$ cat src/rtl/aud_mix_pkg.sv
// Shared constants, FSM state type and arithmetic helpers for the N-channel stereo mixer.
package aud_mix_pkg;

    localparam logic [1:0] MIX_NONE = 2'd0;
    localparam logic [1:0] MIX_25   = 2'd1;
    localparam logic [1:0] MIX_50   = 2'd2;
    localparam logic [1:0] MIX_MONO = 2'd3;

    localparam int ATT_MUTE_BIT = 4;
    localparam int CLAMP_W      = 48;

    typedef enum logic [2:0] {
        ST_IDLE,
        ST_ACC,
        ST_MIX,
        ST_ATT,
        ST_OUT
    } state_t;

    function automatic int calc_acc_w(input int channels, input int width);
        return width + $clog2(channels) + 2;
    endfunction

    function automatic logic signed [CLAMP_W-1:0] sat_max(input int width);
        return (CLAMP_W'(1) <<< (width - 1)) - CLAMP_W'(1);
    endfunction

    // Saturate v to the signed range of a width-bit sample (result sign-extended).
    function automatic logic signed [CLAMP_W-1:0] clamp_val(input logic signed [CLAMP_W-1:0] v,
                                                           input int width);
        logic signed [CLAMP_W-1:0] hi;
        logic signed [CLAMP_W-1:0] lo;
        hi = sat_max(width);
        lo = ~hi;
        if (v > hi)
            return hi;
        else if (v < lo)
            return lo;
        else
            return v;
    endfunction

    function automatic logic is_clip(input logic signed [CLAMP_W-1:0] v, input int width);
        return (v > sat_max(width)) || (v < ~sat_max(width));
    endfunction

endpackage

$ cat src/rtl/aud_ch_scale.sv
// Converts one raw sample to accumulator format and applies its channel attenuation.
module aud_ch_scale
    import aud_mix_pkg::*;
#(
    parameter int WIDTH = 16,
    parameter int ACC_W = 20
) (
    input  logic [WIDTH-1:0]        sample,
    input  logic                    is_signed,
    input  logic [4:0]              att,
    output logic signed [ACC_W-1:0] term
);

    logic signed [ACC_W-1:0] ext;

    always_comb begin
        // Unsigned sources are halved so they fit the positive half of the signed range.
        if (is_signed)
            ext = {{(ACC_W-WIDTH){sample[WIDTH-1]}}, sample};
        else
            ext = {{(ACC_W-WIDTH+1){1'b0}}, sample[WIDTH-1:1]};

        if (att[ATT_MUTE_BIT])
            term = '0;
        else
            term = ext >>> att[3:0];
    end

endmodule

$ cat src/rtl/aud_mix_nch.sv
// CHANNELS-input stereo mixer: serial accumulate, cross-mix, master attenuation, clamp.
// Optional input deglitch filter enabled with AUD_MIX_DEGLITCH_EN.
//
// state | meaning
// IDLE  | waiting for in_valid, snapshot inputs on acceptance
// ACC   | add one channel per cycle into acc_l/acc_r
// MIX   | apply stereo cross-mix mode to both accumulators
// ATT   | master attenuation, clamp, register outputs
// OUT   | out_valid pulse, then back to IDLE
module aud_mix_nch
    import aud_mix_pkg::*;
#(
    parameter int CHANNELS = 4,
    parameter int WIDTH    = 16
) (
    input  logic                      clk,
    input  logic                      reset_n,
    input  logic                      in_valid,
    input  logic [CHANNELS*WIDTH-1:0] ch_l,
    input  logic [CHANNELS*WIDTH-1:0] ch_r,
    input  logic [CHANNELS-1:0]       ch_signed,
    input  logic [CHANNELS*5-1:0]     ch_att,
    input  logic [4:0]                master_att,
    input  logic [1:0]                mix,
    input  logic                      clip_clr,
    output logic [WIDTH-1:0]          out_l,
    output logic [WIDTH-1:0]          out_r,
    output logic                      out_valid,
    output logic                      busy,
    output logic                      clip_l,
    output logic                      clip_r,
    output logic                      overrun
);

    localparam int ACC_W = calc_acc_w(CHANNELS, WIDTH);
    localparam int IDX_W = (CHANNELS > 1) ? $clog2(CHANNELS) : 1;

    state_t state, state_nx;

    logic [IDX_W-1:0]          idx;
    logic                      last_ch;
    logic signed [ACC_W-1:0]   acc_l, acc_r;
    logic signed [ACC_W-1:0]   term_l, term_r;
    logic signed [ACC_W-1:0]   mix_l, mix_r;
    logic signed [ACC_W-1:0]   att_l, att_r;
    logic [CHANNELS*WIDTH-1:0] snap_l, snap_r;
    logic [CHANNELS*WIDTH-1:0] cap_l, cap_r;
    logic [CHANNELS-1:0]       snap_sgn;
    logic [CHANNELS*5-1:0]     snap_att;
    logic [4:0]                snap_matt;
    logic [1:0]                snap_mix;
    logic [WIDTH-1:0]          cur_l, cur_r;
    logic                      cur_sgn;
    logic [4:0]                cur_att;
    logic                      set_clip_l, set_clip_r;

`ifdef AUD_MIX_DEGLITCH_EN
    // snap_l/snap_r double as the last accepted samples; raw_*_q hold the previous raw strobe.
    logic [CHANNELS*WIDTH-1:0] raw_l_q, raw_r_q;

    always_ff @(posedge clk or negedge reset_n) begin
        if (!reset_n) begin
            raw_l_q <= '0;
            raw_r_q <= '0;
        end else if (in_valid && state == ST_IDLE) begin
            raw_l_q <= ch_l;
            raw_r_q <= ch_r;
        end
    end

    always_comb begin
        cap_l = snap_l;
        cap_r = snap_r;
        for (int k = 0; k < CHANNELS; k++) begin
            if (ch_l[k*WIDTH +: WIDTH] == raw_l_q[k*WIDTH +: WIDTH])
                cap_l[k*WIDTH +: WIDTH] = ch_l[k*WIDTH +: WIDTH];
            if (ch_r[k*WIDTH +: WIDTH] == raw_r_q[k*WIDTH +: WIDTH])
                cap_r[k*WIDTH +: WIDTH] = ch_r[k*WIDTH +: WIDTH];
        end
    end
`else
    assign cap_l = ch_l;
    assign cap_r = ch_r;
`endif

    assign last_ch = (idx == IDX_W'(CHANNELS - 1));
    assign busy    = (state != ST_IDLE);

    always_comb begin
        cur_l   = snap_l[int'(idx)*WIDTH +: WIDTH];
        cur_r   = snap_r[int'(idx)*WIDTH +: WIDTH];
        cur_sgn = snap_sgn[idx];
        cur_att = snap_att[int'(idx)*5 +: 5];
    end

    aud_ch_scale #(.WIDTH(WIDTH), .ACC_W(ACC_W)) u_scale_l (
        .sample    (cur_l),
        .is_signed (cur_sgn),
        .att       (cur_att),
        .term      (term_l)
    );

    aud_ch_scale #(.WIDTH(WIDTH), .ACC_W(ACC_W)) u_scale_r (
        .sample    (cur_r),
        .is_signed (cur_sgn),
        .att       (cur_att),
        .term      (term_r)
    );

    function automatic logic signed [ACC_W-1:0] mix_side(input logic signed [ACC_W-1:0] a,
                                                        input logic signed [ACC_W-1:0] o,
                                                        input logic [1:0]              mode);
        case (mode)
            MIX_NONE: return a;
            MIX_25:   return a - (a >>> 3) + (o >>> 2);
            MIX_50:   return a - (a >>> 2) + (o >>> 1);
            default:  return (a >>> 1) + (o >>> 1);
        endcase
    endfunction

    always_comb begin
        mix_l = mix_side(acc_l, acc_r, snap_mix);
        mix_r = mix_side(acc_r, acc_l, snap_mix);
        if (snap_matt[ATT_MUTE_BIT]) begin
            att_l = '0;
            att_r = '0;
        end else begin
            att_l = acc_l >>> snap_matt[3:0];
            att_r = acc_r >>> snap_matt[3:0];
        end
        set_clip_l = (state == ST_ATT) && is_clip(CLAMP_W'(att_l), WIDTH);
        set_clip_r = (state == ST_ATT) && is_clip(CLAMP_W'(att_r), WIDTH);
    end

    always_ff @(posedge clk or negedge reset_n) begin
        if (!reset_n)
            state <= ST_IDLE;
        else
            state <= state_nx;
    end

    always_comb begin
        state_nx = state;
        case (state)
            ST_IDLE: if (in_valid) state_nx = ST_ACC;
            ST_ACC:  if (last_ch)  state_nx = ST_MIX;
            ST_MIX:  state_nx = ST_ATT;
            ST_ATT:  state_nx = ST_OUT;
            ST_OUT:  state_nx = ST_IDLE;
            default: state_nx = ST_IDLE;
        endcase
    end

    always_ff @(posedge clk or negedge reset_n) begin
        if (!reset_n) begin
            idx       <= '0;
            acc_l     <= '0;
            acc_r     <= '0;
            snap_l    <= '0;
            snap_r    <= '0;
            snap_sgn  <= '0;
            snap_att  <= '0;
            snap_matt <= '0;
            snap_mix  <= MIX_NONE;
            out_l     <= '0;
            out_r     <= '0;
            out_valid <= 1'b0;
            clip_l    <= 1'b0;
            clip_r    <= 1'b0;
            overrun   <= 1'b0;
        end else begin
            out_valid <= 1'b0;
            case (state)
                ST_IDLE: begin
                    if (in_valid) begin
                        snap_l    <= cap_l;
                        snap_r    <= cap_r;
                        snap_sgn  <= ch_signed;
                        snap_att  <= ch_att;
                        snap_matt <= master_att;
                        snap_mix  <= mix;
                        idx       <= '0;
                        acc_l     <= '0;
                        acc_r     <= '0;
                    end
                end
                ST_ACC: begin
                    acc_l <= acc_l + term_l;
                    acc_r <= acc_r + term_r;
                    if (!last_ch)
                        idx <= idx + 1'b1;
                end
                ST_MIX: begin
                    acc_l <= mix_l;
                    acc_r <= mix_r;
                end
                ST_ATT: begin
                    out_l     <= WIDTH'(clamp_val(CLAMP_W'(att_l), WIDTH));
                    out_r     <= WIDTH'(clamp_val(CLAMP_W'(att_r), WIDTH));
                    out_valid <= 1'b1;
                end
                default: ;
            endcase

            // Sticky flags: a new event in the same cycle as clip_clr wins.
            clip_l  <= (clip_l && !clip_clr) || set_clip_l;
            clip_r  <= (clip_r && !clip_clr) || set_clip_r;
            overrun <= (overrun && !clip_clr) || (in_valid && state != ST_IDLE);
        end
    end

endmodule

$ cat config.mk
export PLATFORM = sky130hd
export DESIGN_NAME = aud_mix_nch
export DESIGN_NICKNAME = d
export VERILOG_FILES = /design/src/rtl/aud_mix_pkg.sv /design/src/rtl/aud_ch_scale.sv /design/src/rtl/aud_mix_nch.sv
export SDC_FILE = /design/constraint.sdc
export NUM_CORES = 1
export LEC_CHECK = 0
export ABC_CLOCK_PERIOD_IN_PS = 4700
export CAP_MARGIN = 20
export CORE_UTILIZATION = 55
export CTS_BUF_LIST = sky130_fd_sc_hd__clkbuf_4
export DETAILED_ROUTE_END_ITERATION = 6
export PLACE_DENSITY = 0.8
export SLEW_MARGIN = 20
export SYNTH_ARGS = -nofsm -noshare
export SYNTH_HDL_FRONTEND = slang
export SYNTH_SLANG_ARGS = --single-unit
$ cat constraint.sdc
create_clock -name clk -period 4.7 [get_ports clk]
set_input_delay 1.41 -clock clk [delete_from_list [all_inputs] [get_ports clk]]
set_output_delay 1.41 -clock clk [all_outputs]
set_load 0.05 [all_outputs]
; ---- Word level (Yosys, flattened, before mapping)
; Index checks and enable logic that the tools add are counted.
[classes]
n_reduce_logical = 21
magnitude_cmp = 5
mul = 1
n_addsub = 12
n_eq_ne = 10
n_mux = 24
shift = 7
[op_table]
columns = cell, count
row1 = case mux 20 bit (3 select lines), 4
row2 = two-way mux 20 bit, 7
row3 = variable part select 64 x 7 -> 16 bit, 2
row4 = >>> shifter 20 x 4 -> 20 bit, 4
row5 = two-way mux 16 bit, 4
row6 = adder 20 x 18 -> 20 bit, 2
row7 = adder 20 x 19 -> 20 bit, 2
row8 = adder 20 bit, 2
row9 = "> comparator 20 x 16 -> 1 bit, second input constant", 2
row10 = "< comparator 20 x 16 -> 1 bit, second input constant", 2
row11 = subtractor 20 x 17 -> 20 bit, 2
row12 = subtractor 20 x 18 -> 20 bit, 2
row13 = adder 19 x 19 -> 20 bit, 1
row14 = variable part select 20 x 6 -> 5 bit, 1
row15 = case mux 3 bit (4 select lines), 1
row16 = "!= test 2 bit, second input constant", 4
row17 = "equality test 3 x 2 -> 1 bit, second input constant", 2
row18 = logical AND 1 bit, 6
row19 = two-way mux 3 bit, 2
row20 = AND reduction 3 bit, 2
row21 = nonzero test 3 bit, 2
row22 = logical OR 1 bit, 5
row23 = "multiplier 2 x 3 -> 5 bit, second input constant", 1
row24 = "equality test 2 bit, second input constant", 2
row25 = 13 further kinds, 16
[totals]
wordCells = 96
input_bits = 163
reg_bits = 240

; ---- Logic depth before layout (Yosys ltp)
; Gate-level depths: netlist (run 1).
[logic_depth]
ltp_word = 7
depth_mapped = 23
ltp_nobuf = 20

; ---- By module
; Synthesis (run 1) repeated with hierarchy kept, for this count alone.
[hier_totals]
cells_unflattened = 2451
hier_area_um2 = 23248.5
[modules_own_cells]
columns = mod, cells_each, area_each_um2, n_inst
row1 = aud_mix_nch, 2141, 20813.7, 1
row2 = aud_ch_scale, 155, 1217.4, 2

; ---- Least setup slack after synthesis (run 1)
; Ideal clock, no wire load.
[synth_path]
path_type = register -> register
from = reg idx[0]
to = reg acc_r[14]
path_slack_ps = 104
path_stages_with_launch = 22
required_ps = 4567
arrival_time_ps = 4463
cell_sequence = dfrtp_1 -> buf_6 -> buf_2 -> buf_2 -> mux4_2 -> mux2_2 -> a21oi_1 -> o211ai_1 -> nand3_1 -> o21ai_1 -> nor2b_1 -> ha_1 -> fa_1 -> a21oi_1 -> o211ai_1 -> o31a_1 -> a31o_1 -> a21o_1 -> a21oi_1 -> xnor2_1 -> a211oi_1 -> a21oi_1
[synth_via]
elab_chain_cells = 7
elab_cells_between_ends = 10
classes_between = 1 x add/sub / 1 x mul / 3 x shift / 5 x mux
[synth_lines]
columns = item, line_no
row1 = start: declaration, aud_mix_nch.sv:40  ; logic [IDX_W-1:0] idx;
row2 = start signal: assignment, aud_mix_nch.sv:191  ; idx <= idx + 1'b1;
row3 = "parallel branches: the longest is 4 deep, another holds multiplier 2 x 3 -> 5 bit", n/a
row4 = two-way mux 20 bit (*), aud_ch_scale.sv:23  ; if (att[ATT_MUTE_BIT])
row5 = adder 20 bit (*), aud_mix_nch.sv:189  ; acc_r <= acc_r + term_r;
row6 = case mux 20 bit (3 select lines) (*), aud_mix_nch.sv:173  ; case (state)
row7 = end signal: assignment, aud_mix_nch.sv:189
row8 = end signal: assignment, aud_mix_nch.sv:195  ; acc_r <= mix_r;
row9 = end: declaration, aud_mix_nch.sv:42  ; logic signed [ACC_W-1:0] acc_l, acc_r;
; Every way passes the cells marked *. The select of a mux whose other input is x is not followed.
; A chain may end at the register's enable or synchronous reset.

; ---- Final worst setup path (run 1)
[layout_path]
from = reg idx[0]
to = reg acc_l[10]
[layout_via]
elab_chain_cells = 7
elab_cells_between_ends = 10
classes_between = 1 x add/sub / 1 x mul / 3 x shift / 5 x mux
[layout_lines]
columns = item, line_no
row1 = "parallel branches: the longest is 4 deep, another holds multiplier 2 x 3 -> 5 bit", n/a
row2 = two-way mux 20 bit (*), aud_ch_scale.sv:23
row3 = adder 20 bit (*), aud_mix_nch.sv:188  ; acc_l <= acc_l + term_l;
row4 = case mux 20 bit (3 select lines) (*), aud_mix_nch.sv:173
row5 = end signal: assignment, aud_mix_nch.sv:188
row6 = end signal: assignment, aud_mix_nch.sv:194  ; acc_l <= mix_l;
row7 = end: declaration, aud_mix_nch.sv:42
; Marks and branches as above.

==> results of run 1 <==
[stage by stage]
stage	worst slack [ns]	hold slack [ns]
global placement	0.0729	0.470
floorplan	0.104	0.472
detailed placement	-0.0493	0.481
global route	-0.172	0.521
CTS	0.00318	0.497
finish	0.0503	0.490
[state kept, by name, summed over array words and instances, names as in the netlist]
register,flops
idx,2
clip_r,1
acc_l,20
out_valid,1
snap_att,20
snap_mix,2
snap_sgn,4
snap_l,64
clip_l,1
out_r,16
overrun,1
snap_r,64
out_l,16
snap_matt,5
state,3
acc_r,20
[area by class of cell]
type	count	share of cell area
antenna	1	0.0000949
clock buffer	94	0.0268
clock inverter	19	0.00475
inverter	231	0.0329
multi-input combinational	1807	0.568
sequential	240	0.228
tap	525	0.0249
timing repair buffer	319	0.115
[how the worst max path moves through the flow]
| stage | depth (start not counted) | end | from |
|---|---|---|---|
| 4_1_cts | 19 | acc_l[19]$_DFFE_PN0P_ | idx[0]$_DFFE_PN0P_ |
| 3_3_place_gp | 17 | acc_l[12]$_DFFE_PN0P_ | idx[0]$_DFFE_PN0P_ |
| 3_5_place_dp | 21 | acc_r[14]$_DFFE_PN0P_ | idx[0]$_DFFE_PN0P_ |
| 6_report | 17 | acc_l[10]$_DFFE_PN0P_ | idx[0]$_DFFE_PN0P_ |
| 2_1_floorplan | 21 | acc_r[14]$_DFFE_PN0P_ | idx[0]$_DFFE_PN0P_ |
| 5_1_grt | 21 | acc_l[11]$_DFFE_PN0P_ | idx[0]$_DFFE_PN0P_ |
[cell families after synthesis]
kind of cell,count (synthesis)
flip-flops,240
XOR/XNOR,109
multiplexers,317
buffers and inverters,355
adder cells (fa/ha/maj),219
AND/OR/NAND/NOR,479
AO/OA/AOI/OAI,683
[timing repair]
item	CTS	global route
gates resized for setup	10	24
pin swaps	1	18
setup buffers	3	4
setup endpoints to repair	8	22
gates cloned	0	1
[worst min-delay path: stages (launching register included)]
cell,delay [ns]
dfrtp_1,0.34
nand2_1,0.05
o21ai_1,0.06
[cell usage after synthesis (42+ instances only)]
| cell | number | area [um2] |
|---|---|---|
| a211oi_1 | 42 | 315 |
| a21o_1 | 43 | 323 |
| a21oi_1 | 192 | 961 |
| clkbuf_1 | 84 | 315 |
| dfrtp_1 | 240 | 6010 |
| fa_1 | 77 | 1540 |
| ha_1 | 142 | 1780 |
| inv_1 | 227 | 852 |
| mux2_2 | 169 | 1900 |
| mux2i_1 | 94 | 941 |
| mux4_2 | 42 | 946 |
| nand2_1 | 195 | 732 |
| nor2_1 | 128 | 480 |
| o21ai_0 | 100 | 500 |
| o21ai_1 | 58 | 290 |
| xnor2_1 | 75 | 657 |
[per-layer routing]
| metal | global-route usage | up-vias | wire, um |
|---|---|---|---|
| met2 | 0.585 | 934 | 34800 |
| met1 | 0.451 | 9900 | 29500 |
| met3 | 0.0599 | 204 | 5140 |
| li1 | - | 9215 | - |
| met5 | 0 | - | 0 |
| met4 | 0.158 | 0 | 3270 |
==> flow_summary.toml, run 1 <==
[status]
status = "finished clean"

[timing]
clock_skew_ns = 0.0647
relSlewSlack = 0.221
hold_violations = 0
slew_viol_final = 0
setup_tns_ns = 0
period_share = 0.989
worstMarginPinSlew_ns = 1.16
rsz0062_at_grt = "true"
setup_viol = 0
fmax_mhz = 215
fin_crit_ns = 4.65

[logic_synthesis]
ys_seq_area_frac = 0.270
synth_area_um2 = 22200
synth-seq-cells = 240
synthAdderAreaFrac = 0.149
avgSynthCellArea_um2 = 9.26
synth-compound-area-share = 0.198
synthSimpleGateAreaFrac = 0.0964
synth_cell_type_count = 89
ys_warn_count = 0
synth_edf_count = 0
netlist_instances = 2402
synthXorXnorAreaFrac = 0.0429
synth_top_family_by_area = "compound AO/OA/AOI/OAI gates"
syn-num-nets = 2784
synthArstFlopShare = 1.00
yosys_most_used_dff = "dfrtp_1"
synthMuxAreaShare = 0.180

[worst_hold_path]
hold_path.class = "reg -> reg"
whs_path_depth = 2
min_from = "out_l[0]$_DFFE_PN0P_"
min_to = "out_l[0]$_DFFE_PN0P_"

[floorplanning]
fp.dieW_um = 203
start_util = 0.559
die_h_um = 203
rows = 73
ios = 200
die_area_um2 = 41300
core_um2 = 39800

[route]
vias = 20300
drtIter0Drc = 1573
drt_pre_antenna_iters = 6
wire_per_inst_um = 22.5
drc_errors = 0
via_per_inst = 6.26
wl_mm = 72.7
ant_nets = 0

[cts]
cts_hold_buffers = 0
clock_path_buffers = 3
cts_inserted_buffers = 66
root_buffer = "clkbuf_4"
clkTransAtPathRegs_ns = 0.06
cts_tree = "built"
clk_latency_ns = 0.74
cts.sinks = 240
h-tree-depth = 3

[cells_and_area]
fillCellCount = 3158
final_cell_mix = "237 x dfrtp_1, 227 x inv_1, 198 x clkdlybuf4s50_1"
syn_to_final_growth_pct = 18.5
multi_input_area_um2 = 15000
layout_commonest_cell = "dfrtp_1"
layoutNonFillerInstCount = 3236
drive_gt1_frac = 0.184
utilization = 0.662
design_area_um2 = 26400
layout.nets = 3047
seqCellArea_um2 = 6010

[global_route]
grt_max_degree = 99
grt_pass1_wl_mm = 113
antenna_found_initial = 1
grtUsageTotal = 0.352
grt_pass1_vias = 20400
grt_overflow_total = 0

[setup_path]
path_cells = "mux4_2, buf_12, mux2_4, mux2_4, mux4_2, nand2_1, a21oi_1, ha_2, fa_2, a211o_1, o211ai_1, a211oi_2, or3_4, buf_4, xnor2_1, o221a_2, a21oi_1"
rrSetupSlack_ns = 0.05
cpPeakStageDelay_ns = 0.57
cp_slowest_cell = "mux4_2"
cp.buffers_inverters = 2
critPathTopFamily = "multiplexers"
crit_path_max_fanout = 14
endpoint_kind = "flop"
crit_type = "reg -> reg"
reg2reg_from = "idx[0]$_DFFE_PN0P_"
worst-endpoint-required_ns = 5.31
worstPathArrival_ns = 5.25
start_kind = "flop"
r2r_end = "acc_l[10]$_DFFE_PN0P_"
r2r_cells = 17

[placed_design]
dpl-instance-area_um2 = 25300
place_congestion = 1.01
dp_hpwl_mm = 55.4
placed_cells = 3114
port_buffers = 199

[flow_run]
maxCapViolCount = 0
Power of run 1 is not shown: default switching activity piles up to over one toggle a cycle in this logic, so the estimate is an artifact.
==> inputs of run 2 (changes only) <==
CORE_UTILIZATION = 61   (was 55)
DONT_BUFFER_PORTS = 1   (was not set)
==> flow_summary.toml, run 2 (synthesized netlist as in run 1, its figures left out) <==
[status]
status = "finished, violations left"
violations = "design-rule violations, negative setup slack"

[floorplanning]
ios = 200
start_util = 0.622
die_area_um2 = 37200
rows = 69
die_h_um = 193
core_um2 = 35700
fp.dieW_um = 193

[setup_path]
crit_path_max_fanout = 6
path_cells = "mux4_2, buf_12, mux2_4, mux2_4, mux4_2, nand2_2, a21oi_2, ha_2, fa_2, a211o_1, o211ai_1, a211oi_2, or3_4, buf_4, xnor2_1, o221a_2, a21oi_1"
endpoint_kind = "flop"
worst-endpoint-required_ns = 5.31
worstPathArrival_ns = 5.38
r2r_cells = 17
cp_slowest_cell = "mux4_2"
cpPeakStageDelay_ns = 0.66
crit_type = "reg -> reg"
start_kind = "flop"

[placed_design]
place_congestion = 0.980
port_buffers = 0
dp_hpwl_mm = 52.2
dpl-instance-area_um2 = 23200

[timing]
postLayoutSetupSlackWorst_ns = -0.0626
fin_crit_ns = 4.76
rsz0062_at_grt = "true"
period_share = 1.01
worstMarginPinSlew_ns = 0.987
setup_viol = 3
clock_skew_ns = 0.0775
fmax_mhz = 210
slew_viol_final = 0
relSlewSlack = 0.333
hold_violations = 0

[worst_hold_path]
hold_path.class = "in -> async"

[route]
wire_per_inst_um = 23.5
drtIter0Drc = 1859
wl_mm = 70.4
drt_pre_antenna_iters = 7
vias = 19600
drc_errors = 2
via_per_inst = 6.55
ant_nets = 0

[cells_and_area]
drive_gt1_frac = 0.210
final_cell_mix = "237 x dfrtp_1, 227 x inv_1, 194 x nand2_1"
seqCellArea_um2 = 6010
fillCellCount = 2770
syn_to_final_growth_pct = 10.0
layout.nets = 2867
multi_input_area_um2 = 15100
top_regs = "snap_l x64, snap_r x64"
design_area_um2 = 24500
layout_commonest_cell = "dfrtp_1"

[global_route]
antenna_found_initial = 2
grt_overflow_total = 0
grt_pass1_wl_mm = 107
grt_max_degree = 241
grtUsageTotal = 0.376
grt_pass1_vias = 19300

[cts]
clk_latency_ns = 0.76
cts_tree = "built"
clkTransAtPathRegs_ns = 0.07
root_buffer = "clkbuf_4"
clock_path_buffers = 3
cts_inserted_buffers = 67
cts.sinks = 240
h-tree-depth = 3

[flow_run]
maxCapViolCount = 0
## run 2: cell count changes in the layout (fill, tap and decap cells not counted), moves of 3 or more
cell / before / now
buf_4: 109 / 125
buf_6: 1 / 5
o21ai_2: 2 / 6
clkdlybuf4s50_1: 198 / 0
mux2i_2: 6 / 9
clkbuf_4: 94 / 90
mux2i_1: 87 / 83
buf_12: 9 / 5
o21ai_0: 98 / 95
## run 2: metrics by stage
stage	cells	hold slack, ns	worst slack, ns	util	TNS [ns]
after floorplan	2402	0.472	0.104	-	0
after global placement	2859	0.481	0.0629	0.650	0
after detailed placement	2859	0.491	0.00959	0.650	0
after CTS	2968	0.306	0.00221	0.673	0
after global routing	2987	0.313	-0.281	0.685	-3.10
final	2988	0.358	-0.0626	0.685	-0.123
## run 2: cell type report
| class | instances | share of cell area |
|---|---|---|
| inverters | 231 | 0.0354 |
| well taps | 461 | 0.0236 |
| repair buffers | 138 | 0.0478 |
| multi-input cells | 1807 | 0.615 |
| flip-flops and latches | 240 | 0.245 |
| clock buffers | 90 | 0.0276 |
| clock inverters | 19 | 0.00455 |
| diodes | 2 | 0.000204 |
## run 2: path summary, 6_finish.rpt
path	from	endpoint	slack, ns
min reg2reg	snap_l[63]$_DFFE_PN0P_	snap_l[63]$_DFFE_PN0P_	0.50
max reg2reg	idx[0]$_DFFE_PN0P_	acc_l[10]$_DFFE_PN0P_	-0.06
max in group asynchronous	reset_n	acc_r[11]$_DFFE_PN0P_	4.00
min in group clk	snap_l[63]$_DFFE_PN0P_	snap_l[63]$_DFFE_PN0P_	0.50
min	reset_n	snap_r[14]$_DFFE_PN0P_	0.36
max	idx[0]$_DFFE_PN0P_	acc_l[10]$_DFFE_PN0P_	-0.06
## run 2: per-layer routing
| metal | up-vias | routed length [um] | GRT usage |
|---|---|---|---|
| met5 | - | 0 | 0 |
| met4 | 0 | 3690 | 0.203 |
| met3 | 213 | 6330 | 0.0786 |
| met2 | 1020 | 32600 | 0.595 |
| met1 | 9453 | 27700 | 0.484 |
| li1 | 8877 | - | - |
## run 2: critical path: cells and delay by family (launching register included)
family	cells	cell delay, ns
flip-flops	1	0.47
XOR/XNOR	1	0.11
buffers and inverters	2	0.34
adder cells (fa/ha/maj)	2	0.55
AND/OR/NAND/NOR	2	0.46
AO/OA/AOI/OAI	6	0.99
multiplexers	4	1.71
## run 2: timing repair
item,4_1_cts,5_1_grt
resized for setup,5,58
hold buffers,0,0
setup buffers,0,14
cloned,0,3
pin swaps,0,29
endpoints found under the setup margin,2,24
Power of run 2 is left out for the same reason.
==> inputs of run 3 (changes only) <==
CORE_MARGIN = 5   (was not set)
==> flow_summary.toml, run 3 (synthesized netlist as in run 1, its figures left out) <==
[route]
wire_per_inst_um = 24.4
ant_nets = 0
drtIter0Drc = 1984
vias = 19900
via_per_inst = 6.67
drc_errors = 1
wl_mm = 72.8
drt_pre_antenna_iters = 7

[setup_path]
r2r_cells = 18
cp.buffers_inverters = 2
endpoint_kind = "flop"
cpMostUsedCell = "a21oi_1"
crit_path_max_fanout = 9
cp_slowest_cell = "mux4_2"
cpPeakStageDelay_ns = 0.65
r2r_end = "acc_r[12]$_DFFE_PN0P_"
worst-endpoint-required_ns = 5.33
start_kind = "flop"
crit_type = "reg -> reg"
worstPathArrival_ns = 5.43
reg2reg_from = "idx[0]$_DFFE_PN0P_"
critPathTopFamily = "compound AO/OA/AOI/OAI gates"
path_cells = "mux4_2, clkbuf_16, mux2i_1, mux2_2, a21oi_1, o21ai_2, o21ai_1, nor2b_1, ha_2, fa_2, a21oi_2, o211ai_1, o31a_1, a31o_1, buf_4, xor2_1, a21oi_1, a22oi_1"
rrSetupSlack_ns = -0.09

[cts]
root_buffer = "clkbuf_4"
clock_path_buffers = 3
cts.sinks = 240
cts_inserted_buffers = 66
clkTransAtPathRegs_ns = 0.10
clk_latency_ns = 0.78
h-tree-depth = 3
cts_hold_buffers = 0
cts_tree = "built"

[timing]
setup_viol = 5
postLayoutSetupSlackWorst_ns = -0.0922
rsz0062_at_grt = "true"
hold_violations = 0
relSlewSlack = 0.280
fin_crit_ns = 4.79
fmax_mhz = 209
slew_viol_final = 0
period_share = 1.02
clock_skew_ns = 0.103
worstMarginPinSlew_ns = 1.08
setup_tns_ns = -0.225

[global_route]
grt_max_degree = 241
antenna_found_initial = 6
grt_overflow_total = 0
grt_pass1_vias = 19600
grtUsageTotal = 0.334
grt_pass1_wl_mm = 109

[cells_and_area]
syn_to_final_growth_pct = 10.5
seqCellArea_um2 = 6010
fillCellCount = 2782
final_cell_mix = "237 x dfrtp_1, 226 x inv_1, 195 x nand2_1"
top_regs = "snap_l x64, snap_r x64"
multi_input_area_um2 = 15200
layout_commonest_cell = "dfrtp_1"
layoutNonFillerInstCount = 2983
layout.nets = 2854
drive_gt1_frac = 0.214

[floorplanning]
start_util = 0.612
die_h_um = 201
fp.dieW_um = 201
rows = 70
core_um2 = 36300
die_area_um2 = 40400
ios = 200

[placed_design]
dp_hpwl_mm = 52.1
place_congestion = 1.02
port_buffers = 0
placed_cells = 2848

[status]
violations = "design-rule violations, negative setup slack"
status = "finished, violations left"

[worst_hold_path]
hold_path.class = "in -> async"

[flow_run]
maxCapViolCount = 0
## run 3: worst max path at each step
| stage | startpoint | endpoint | slack (ns) | cells after the start |
|---|---|---|---|---|
| 5_1_grt | idx[0]$_DFFE_PN0P_ | acc_r[14]$_DFFE_PN0P_ | -0.30 | 21 |
| 4_1_cts | idx[0]$_DFFE_PN0P_ | acc_r[13]$_DFFE_PN0P_ | -0.02 | 20 |
| 6_report | idx[0]$_DFFE_PN0P_ | acc_r[12]$_DFFE_PN0P_ | -0.09 | 18 |
| 3_3_place_gp | idx[0]$_DFFE_PN0P_ | acc_l[12]$_DFFE_PN0P_ | 0.04 | 17 |
| 3_5_place_dp | idx[0]$_DFFE_PN0P_ | acc_r[14]$_DFFE_PN0P_ | -0.11 | 22 |
| 2_1_floorplan | idx[0]$_DFFE_PN0P_ | acc_r[14]$_DFFE_PN0P_ | 0.10 | 21 |
## run 3: timing repair
action                                  CTS  global route
pin swaps                                 1            38
cloned                                    0             3
endpoints found under the setup margin    6            23
setup buffers                             6            15
resized for setup                         6            85
## run 3: cell type report
| class | count | area share |
|---|---|---|
| diodes | 2 | 0.000204 |
| clock buffers | 86 | 0.0263 |
| clock inverters | 23 | 0.00651 |
| inverters | 231 | 0.0354 |
| multi-input cells | 1807 | 0.618 |
| flip-flops and latches | 240 | 0.244 |
| well taps | 468 | 0.0238 |
| repair buffers | 126 | 0.0459 |
## run 3: metal layers
metal  part of all wire  track usage
met1               0.38        0.417
met2               0.46        0.539
met3              0.090       0.0809
met4              0.069        0.180
met5            0.00074            0
## run 3: per-stage QoR
stage          hold WS (ns)  setup slack, ns  area [um2]  utilization
2_1_floorplan         0.472            0.104       22200            -
3_3_place_gp          0.482           0.0420       23200        0.637
3_5_place_dp          0.492           -0.106       23200        0.637
4_1_cts               0.318          -0.0181       24000        0.661
5_1_grt               0.327           -0.304       24600        0.677
6_report              0.413          -0.0922       24600        0.677
Power of run 3 is left out for the same reason.
